`config.mk`:
```
export PLATFORM = sky130hd
export DESIGN_NAME = multicycle_ctrl
export DESIGN_NICKNAME = d
export VERILOG_FILES = /design/src/rtl/mcpu_pkg.sv /design/src/rtl/instr_class_decode.sv /design/src/rtl/multicycle_ctrl.sv
export SDC_FILE = /design/constraint.sdc
export NUM_CORES = 1
export LEC_CHECK = 0
export CAP_MARGIN = 20
export CORE_ASPECT_RATIO = 1.25
export CORE_MARGIN = 2
export CORE_UTILIZATION = 35
export CTS_CLUSTER_SIZE = 40
export DETAILED_ROUTE_END_ITERATION = 6
export PLACE_DENSITY = 0.75
export SYNTH_ARGS = -nofsm -noshare
export SYNTH_HDL_FRONTEND = slang
export SYNTH_SLANG_ARGS = --single-unit
```
`constraint.sdc`:
```
create_clock -name clk -period 1.65 [get_ports clk]
set_input_delay 0.33 -clock clk [delete_from_list [all_inputs] [get_ports clk]]
set_output_delay 0.33 -clock clk [all_outputs]
set_load 0.05 [all_outputs]
```
`src/rtl/mcpu_pkg.sv`:
```
// Shared types and encodings for the multicycle MIPS controller.
// States, instruction classes, pc_src selects and IR field constants.
package mcpu_pkg;

    typedef enum logic [2:0] {
        S_RST = 3'd0,
        S_IF  = 3'd1,
        S_ID  = 3'd2,
        S_EX  = 3'd3,
        S_MEM = 3'd4,
        S_WB  = 3'd5
    } state_t;

    typedef enum logic [3:0] {
        C_RALU  = 4'd0,
        C_IALU  = 4'd1,
        C_LOAD  = 4'd2,
        C_STORE = 4'd3,
        C_BR    = 4'd4,
        C_BRL   = 4'd5,
        C_J     = 4'd6,
        C_JAL   = 4'd7,
        C_JR    = 4'd8,
        C_ILL   = 4'd9
    } iclass_t;

    localparam logic [1:0] PC_PLUS4 = 2'd0;
    localparam logic [1:0] PC_BR    = 2'd1;
    localparam logic [1:0] PC_JMP   = 2'd2;
    localparam logic [1:0] PC_RS    = 2'd3;

    localparam logic [5:0] OP_RTYPE  = 6'b000000;
    localparam logic [5:0] OP_REGIMM = 6'b000001;
    localparam logic [5:0] OP_J      = 6'b000010;
    localparam logic [5:0] OP_JAL    = 6'b000011;
    localparam logic [5:0] OP_BEQ    = 6'b000100;
    localparam logic [5:0] OP_BNE    = 6'b000101;
    localparam logic [5:0] OP_BLEZ   = 6'b000110;
    localparam logic [5:0] OP_BGTZ   = 6'b000111;
    localparam logic [5:0] OP_LB     = 6'b100000;
    localparam logic [5:0] OP_LW     = 6'b100011;
    localparam logic [5:0] OP_SB     = 6'b101000;
    localparam logic [5:0] OP_SW     = 6'b101011;

    localparam logic [5:0] FN_SLL  = 6'b000000;
    localparam logic [5:0] FN_SRL  = 6'b000010;
    localparam logic [5:0] FN_SRA  = 6'b000011;
    localparam logic [5:0] FN_SLLV = 6'b000100;
    localparam logic [5:0] FN_SRLV = 6'b000110;
    localparam logic [5:0] FN_SRAV = 6'b000111;
    localparam logic [5:0] FN_JR   = 6'b001000;
    localparam logic [5:0] FN_ADD  = 6'b100000;
    localparam logic [5:0] FN_ADDU = 6'b100001;
    localparam logic [5:0] FN_SUB  = 6'b100010;
    localparam logic [5:0] FN_SUBU = 6'b100011;
    localparam logic [5:0] FN_AND  = 6'b100100;
    localparam logic [5:0] FN_OR   = 6'b100101;
    localparam logic [5:0] FN_XOR  = 6'b100110;
    localparam logic [5:0] FN_NOR  = 6'b100111;
    localparam logic [5:0] FN_SLT  = 6'b101010;
    localparam logic [5:0] FN_SLTU = 6'b101011;

    localparam logic [4:0] RT_BLTZ   = 5'b00000;
    localparam logic [4:0] RT_BGEZ   = 5'b00001;
    localparam logic [4:0] RT_BLTZAL = 5'b10000;
    localparam logic [4:0] RT_BGEZAL = 5'b10001;

    typedef struct packed {
        logic       imem_req;
        logic       dmem_req;
        logic       dmem_we;
        logic       ir_we;
        logic       pc_we;
        logic [1:0] pc_src;
        logic       reg_we;
        logic       instr_done;
        logic       illegal;
    } ctrl_t;

endpackage

```
`src/rtl/instr_class_decode.sv`:
```
// Combinational IR field to instruction class decode.
// Anything not listed resolves to C_ILL.
module instr_class_decode
    import mcpu_pkg::*;
(
    input  logic [5:0] opcode,
    input  logic [5:0] funct,
    input  logic [4:0] rt,
    output iclass_t    cls
);

    logic is_ialu;
    logic is_load;
    logic is_store;
    logic is_br;

    assign is_ialu  = (opcode[5:3] == 3'b001);
    assign is_load  = (opcode == OP_LW) || (opcode == OP_LB);
    assign is_store = (opcode == OP_SW) || (opcode == OP_SB);
    assign is_br    = (opcode[5:2] == 4'b0001);

    function automatic iclass_t rtype_class(input logic [5:0] fn);
        iclass_t c;
        c = C_ILL;
        case (fn)
            FN_SLL, FN_SRL, FN_SRA, FN_SLLV, FN_SRLV, FN_SRAV,
            FN_ADD, FN_ADDU, FN_SUB, FN_SUBU,
            FN_AND, FN_OR, FN_XOR, FN_NOR,
            FN_SLT, FN_SLTU: c = C_RALU;
            FN_JR:           c = C_JR;
            default:         c = C_ILL;
        endcase
        return c;
    endfunction

    function automatic iclass_t regimm_class(input logic [4:0] sub);
        iclass_t c;
        c = C_ILL;
        case (sub)
            RT_BLTZ, RT_BGEZ:     c = C_BR;
            RT_BLTZAL, RT_BGEZAL: c = C_BRL;
            default:              c = C_ILL;
        endcase
        return c;
    endfunction

    always_comb begin
        cls = C_ILL;
        unique case (1'b1)
            (opcode == OP_RTYPE):  cls = rtype_class(funct);
            (opcode == OP_REGIMM): cls = regimm_class(rt);
            (opcode == OP_J):      cls = C_J;
            (opcode == OP_JAL):    cls = C_JAL;
            is_br:                 cls = C_BR;
            is_ialu:               cls = C_IALU;
            is_load:               cls = C_LOAD;
            is_store:              cls = C_STORE;
            default:               cls = C_ILL;
        endcase
    end

endmodule

```
`src/rtl/multicycle_ctrl.sv`:
```
// Multicycle IF/ID/EX/MEM/WB sequencer issuing datapath strobes.
// Memory completion is a fixed wait count or a mem_rdy handshake.
module multicycle_ctrl
    import mcpu_pkg::*;
#(
    parameter int MEM_LAT = 1,
    parameter int USE_RDY = 0
) (
    input  logic       clk,
    input  logic       rst_n,
    input  logic [5:0] opcode,
    input  logic [5:0] funct,
    input  logic [4:0] rt,
    input  logic       br_taken,
    input  logic       mem_rdy,
    output logic       imem_req,
    output logic       dmem_req,
    output logic       dmem_we,
    output logic       ir_we,
    output logic       pc_we,
    output logic [1:0] pc_src,
    output logic       reg_we,
    output logic [2:0] state,
    output logic       instr_done,
    output logic       illegal
);

    localparam int CW = $clog2(MEM_LAT + 1);
    localparam logic [CW-1:0] CNT_LAST = CW'(MEM_LAT - 1);

    state_t        state_q;
    state_t        state_d;
    iclass_t       cls_q;
    iclass_t       cls_dec;
    logic [CW-1:0] cnt_q;
    logic [CW-1:0] cnt_d;
    logic          waiting;
    logic          mem_done;
    ctrl_t         ctl;

    instr_class_decode u_dec (
        .opcode (opcode),
        .funct  (funct),
        .rt     (rt),
        .cls    (cls_dec)
    );

    assign waiting  = (state_q == S_IF) || (state_q == S_MEM);
    assign mem_done = waiting &&
                      ((USE_RDY != 0) ? mem_rdy : (cnt_q == CNT_LAST));

    // Counter runs only while a request is outstanding; zero elsewhere.
    always_comb begin
        cnt_d = '0;
        if (waiting && !mem_done) begin
            if (cnt_q != CNT_LAST) begin
                cnt_d = cnt_q + 1'b1;
            end else begin
                cnt_d = cnt_q;
            end
        end
    end

    always_ff @(posedge clk or negedge rst_n) begin
        if (!rst_n) begin
            state_q <= S_RST;
            cnt_q   <= '0;
            cls_q   <= C_ILL;
        end else begin
            state_q <= state_d;
            cnt_q   <= cnt_d;
            if (state_q == S_ID) begin
                cls_q <= cls_dec;
            end
        end
    end

    always_comb begin
        state_d = state_q;
        ctl     = '0;
        case (state_q)
            S_RST: state_d = S_IF;
            S_IF: begin
                ctl.imem_req = 1'b1;
                if (mem_done) begin
                    ctl.ir_we  = 1'b1;
                    ctl.pc_we  = 1'b1;
                    ctl.pc_src = PC_PLUS4;
                    state_d    = S_ID;
                end
            end
            // ID acts on the live decode; the latched copy drives later states.
            S_ID: begin
                if (cls_dec == C_ILL) begin
                    ctl.illegal    = 1'b1;
                    ctl.instr_done = 1'b1;
                    state_d        = S_IF;
                end else begin
                    state_d = S_EX;
                end
            end
            S_EX: begin
                case (cls_q)
                    C_BR: begin
                        ctl.pc_we      = br_taken;
                        ctl.pc_src     = PC_BR;
                        ctl.instr_done = 1'b1;
                        state_d        = S_IF;
                    end
                    C_BRL: begin
                        ctl.pc_we  = br_taken;
                        ctl.pc_src = PC_BR;
                        state_d    = S_WB;
                    end
                    C_J: begin
                        ctl.pc_we      = 1'b1;
                        ctl.pc_src     = PC_JMP;
                        ctl.instr_done = 1'b1;
                        state_d        = S_IF;
                    end
                    C_JAL: begin
                        ctl.pc_we  = 1'b1;
                        ctl.pc_src = PC_JMP;
                        state_d    = S_WB;
                    end
                    C_JR: begin
                        ctl.pc_we      = 1'b1;
                        ctl.pc_src     = PC_RS;
                        ctl.instr_done = 1'b1;
                        state_d        = S_IF;
                    end
                    C_LOAD, C_STORE: state_d = S_MEM;
                    C_RALU, C_IALU:  state_d = S_WB;
                    default:         state_d = S_IF;
                endcase
            end
            S_MEM: begin
                ctl.dmem_req = 1'b1;
                ctl.dmem_we  = (cls_q == C_STORE);
                if (mem_done) begin
                    if (cls_q == C_STORE) begin
                        ctl.instr_done = 1'b1;
                        state_d        = S_IF;
                    end else begin
                        state_d = S_WB;
                    end
                end
            end
            S_WB: begin
                ctl.reg_we     = 1'b1;
                ctl.instr_done = 1'b1;
                state_d        = S_IF;
            end
            default: state_d = S_RST;
        endcase
    end

    assign imem_req   = ctl.imem_req;
    assign dmem_req   = ctl.dmem_req;
    assign dmem_we    = ctl.dmem_we;
    assign ir_we      = ctl.ir_we;
    assign pc_we      = ctl.pc_we;
    assign pc_src     = ctl.pc_src;
    assign reg_we     = ctl.reg_we;
    assign instr_done = ctl.instr_done;
    assign illegal    = ctl.illegal;
    assign state      = state_q;

endmodule

```
==> summary by stage <==
Run status
The flow ran to the end, but the final reports show violations. The checks that failed: negative setup slack.

Synthesis
The number of instances in the synthesized netlist is 86. After synthesis, flip-flops and latches occupy 27.0% of the total area. The average cell area after synthesis is 7.65 um^2. After synthesis, the netlist uses 38 different library cells. The count of flip-flops with a built-in enable after synthesis is 0. The Yosys step of the flow raised 0 warnings. In the synthesized netlist the dominant register cell turns out to be dfrtp_1. The mapped netlist covers 658 um^2.

The total of flip-flops plus latches after synthesis is 7. The fraction of synthesis flops using an asynchronous set or reset pin is 100%. When the netlist entered floorplanning its net count stood at 107.

Drt
The detail route stage leaves a number of antenna-violating nets equal to 0. The count of unresolved DRC violations after routing is 0. The detailed-route via count is 1,017. The number of design-rule violations left by the first detailed-router iteration is 33. The detailed-route wire length per cell is 21.1 um. The first detailed-routing pass took 4 iterations. After detailed routing, the total wire length is 3610 um. In the routed layout, each cell is associated on average with a via count of 5.95.

Critical path
The maximum single-stage delay on the critical path is 0.60 ns. On the critical path, the stage with the largest delay is an instance of or4_4. The worst setup path is launched from a primary input. STA puts the critical path data required time at 1.32 ns. The category of the most critical setup path is primary input to output port. The data arrival time at the worst-slack endpoint is 1.80 ns. The worst setup path is captured at an output port.

The critical path goes through buf_6 -> or4_4 -> nor4_4 -> o2111ai_2 -> nand3_2 -> buf_12. The maximum fanout encountered on the critical timing path is 4.

Hold path
The min-delay analysis places its worst path in the category primary input to asynchronous set/reset pin.

GRT
After global routing the overflow that remains totals 0. The number of global-route vias before repair is 1,079. The first global-routing pass estimated 4730 um of wire. Global routing consumed, over all layers together, 28.6% of the routing resources. The initial antenna violation count is 0. The maximum number of pins on one net before global-route repair is 9.

Clock tree
Clock-pin slew was measured on the worst setup and hold paths at 0.05 ns. The clock reaches the later pin of the worst-skew pair after 0.26 ns. For this design, the CTS-stage hold fixing added 0 buffers. Buffers inserted during clock tree synthesis total 3. The clock tree from TritonCTS is built. The number of H-tree levels is 1. Counting every sink on the clock net gives 7. The root buffer cell is clkbuf_4. The buffer depth of the longest clock path is 2.

Timing
The count of endpoints failing setup in the final report is 9. The setup skew after layout is 0.00231 ns. Setup repair after global routing could not meet its margin everywhere.

The number of max-slew violations in the final report was 0. The hold violation count in the final report is 0. The shortest period the worst path allows is 2.13 ns. The worst-case headroom to the max-slew limit is 74.9%.

The final worst slack is -0.485 ns. Static timing analysis puts the maximum clock frequency at 468 MHz. The final critical-path share of the clock period is 129%. The slew at the pin closest to its max-slew limit is 0.373 ns.

Place
At the end of routability-driven placement, the weighted congestion stood at 0.841. After detailed placement, the design holds a cell count of 158. During placement, the flow inserted port buffers numbering 31. The sum of net half-perimeters after detailed placement is 1960 um.

Floorplan
The core region is 1770 um^2. For this design the top-level I/O count stands at 34. The die area is 2250 um^2. Measured along the y axis, the die boundary spans 52.5 um. From left edge to right edge, the die measures 42.8 um.

Row generation in the floorplan step produced 17 rows. The starting density of the core is 37.3%.

Final layout
The finished layout holds 171 standard cells, fillers aside. The filler cells instantiated in the layout total 59. The area growth from synthesis to layout is 149%.

The antenna diode count is 0. The number of nets in the finished design is 174. The ratio of cells with drive above 1 in the final layout is 60.5%. Cells fill 92.8% of the core in the end.

Power and ir drop
The leakage dissipation is 0.702 nW. Power comes to 2.51 mW. Dividing total power by cell area gives a power density of 1530 nW/um^2. The worst-case IR drop observed on VDD is 0.00139 V.

Job
The max-cap check violation count is 0.
cell usage in the layout (no fill, tap or decap), drive strengths merged, types with 2 or more instances in the layout:
| cell | netlist | routed |
|---|---|---|
| buf | 3 | 51 |
| a21oi | 4 | 4 |
| o21ai | 6 | 6 |
| dfrtp | 5 | 5 |
| nor2b | 2 | 2 |
| dlygate4sd2 | 0 | 7 |
| nand2b | 6 | 6 |
| nand3 | 2 | 2 |
| nor3 | 7 | 7 |
| dlymetal6s2s | 0 | 3 |
| nor3b | 2 | 2 |
| a31oi | 3 | 3 |
| nor2 | 11 | 11 |
| nand2 | 9 | 9 |
| inv | 2 | 2 |
| dfstp | 2 | 2 |
| clkdlybuf4s50 | 0 | 4 |
| nor4b | 2 | 2 |
| clkbuf | 1 | 5 |
worst paths after layout:
| kind | startpoint | to | slack (ns) | cells after the start |
|---|---|---|---|---|
| max | opcode[4] | instr_done | -0.48 | 6 |
| min | rst_n | state[0]$_DFFE_PN0P_ | 0.34 | 1 |
| max reg2reg | state[2]$_DFFE_PN0P_ | cls_q[1]$_DFFE_PN0P_ | 0.23 | 3 |
| min reg2reg | state[2]$_DFFE_PN0P_ | state[0]$_DFFE_PN0P_ | 0.62 | 2 |
| max in group asynchronous | rst_n | cls_q[3]$_DFFE_PN1P_ | 1.01 | 1 |
| min in group clk | opcode[2] | cls_q[1]$_DFFE_PN0P_ | 0.42 | 3 |
cell families (layout without fill, tap and decap cells):
kind of cell,after synthesis,in the layout,synth area share (%)
AO/OA/AOI/OAI,26,26,27.0
flip-flops,7,7,27.0
AND/OR/NAND/NOR,46,46,40.7
XOR/XNOR,1,1,1.33
buffers and inverters,6,72,3.99
per-stage QoR:
step / TNS [ns] / cell area, um^2 / hold slack [ns] / worst slack [ns]
floorplan: -1.44 / 731 / 0.0344 / -0.334
global placement: -2.67 / 1350 / 0.481 / -0.702
detailed placement: -3.05 / 1350 / 0.505 / -0.764
CTS: -2.15 / 1550 / 0.333 / -0.432
global route: -2.81 / 1640 / 0.358 / -0.536
finish: -2.19 / 1640 / 0.344 / -0.485
state kept, by name (all words and copies together) (netlist names):
signal,cells
cls_q,4
state,3
Yosys cell counts, drive strengths merged (2+ instances only):
| master | count | area (um^2) |
|---|---|---|
| nor2b | 2 | 12.5 |
| dfrtp | 5 | 125 |
| a31oi | 3 | 18.8 |
| nand3 | 2 | 10.0 |
| nor4b | 2 | 32.5 |
| a21oi | 4 | 20.0 |
| nand2 | 9 | 33.8 |
| nor2 | 11 | 41.3 |
| buf | 3 | 15.0 |
| inv | 2 | 7.51 |
| nor3b | 2 | 15.0 |
| o21ai | 6 | 30.0 |
| nor3 | 7 | 45.0 |
| nand2b | 6 | 37.5 |
| dfstp | 2 | 52.6 |
area by class of cell:
| type | instances | area, um^2 | area share [%] |
|---|---|---|---|
| sequential | 7 | 181 | 11.1 |
| timing repair buffer | 66 | 716 | 43.7 |
| clock buffer | 4 | 26.3 | 1.60 |
| tap | 19 | 23.8 | 1.45 |
| multi-input combinational | 73 | 684 | 41.8 |
| inverter | 2 | 7.51 | 0.458 |
power by group:
part,leakage [nW],switching (mW),internal (mW)
combinational,0.606,1.03,0.959
clock,0.0150,0.0669,0.0925
sequential,0.0817,0.101,0.262
total,0.702,1.20,1.31
worst max-delay path: cells and delay by family:
kind	cells	cell delay, ns
simple gates	3	1.02
buf+inv	2	0.24
compound gates	1	0.21
layer usage:
layer / track usage [%] / up-vias / part of all wire [%]
met1: 27.4 / 496 / 34
li1: - / 454 / -
met4: 10.4 / 0 / 3.7
met3: 5.17 / 13 / 5.0
met2: 58.6 / 54 / 57
met5: 0 / - / 0
repair_timing:
action	4_1_cts	5_1_grt
cloned	0	0
endpoints found under the setup margin	13	12
resized for setup	48	17
buffers inserted	6	4
pin swaps	13	10
Power figures use the tool's default switching activity.
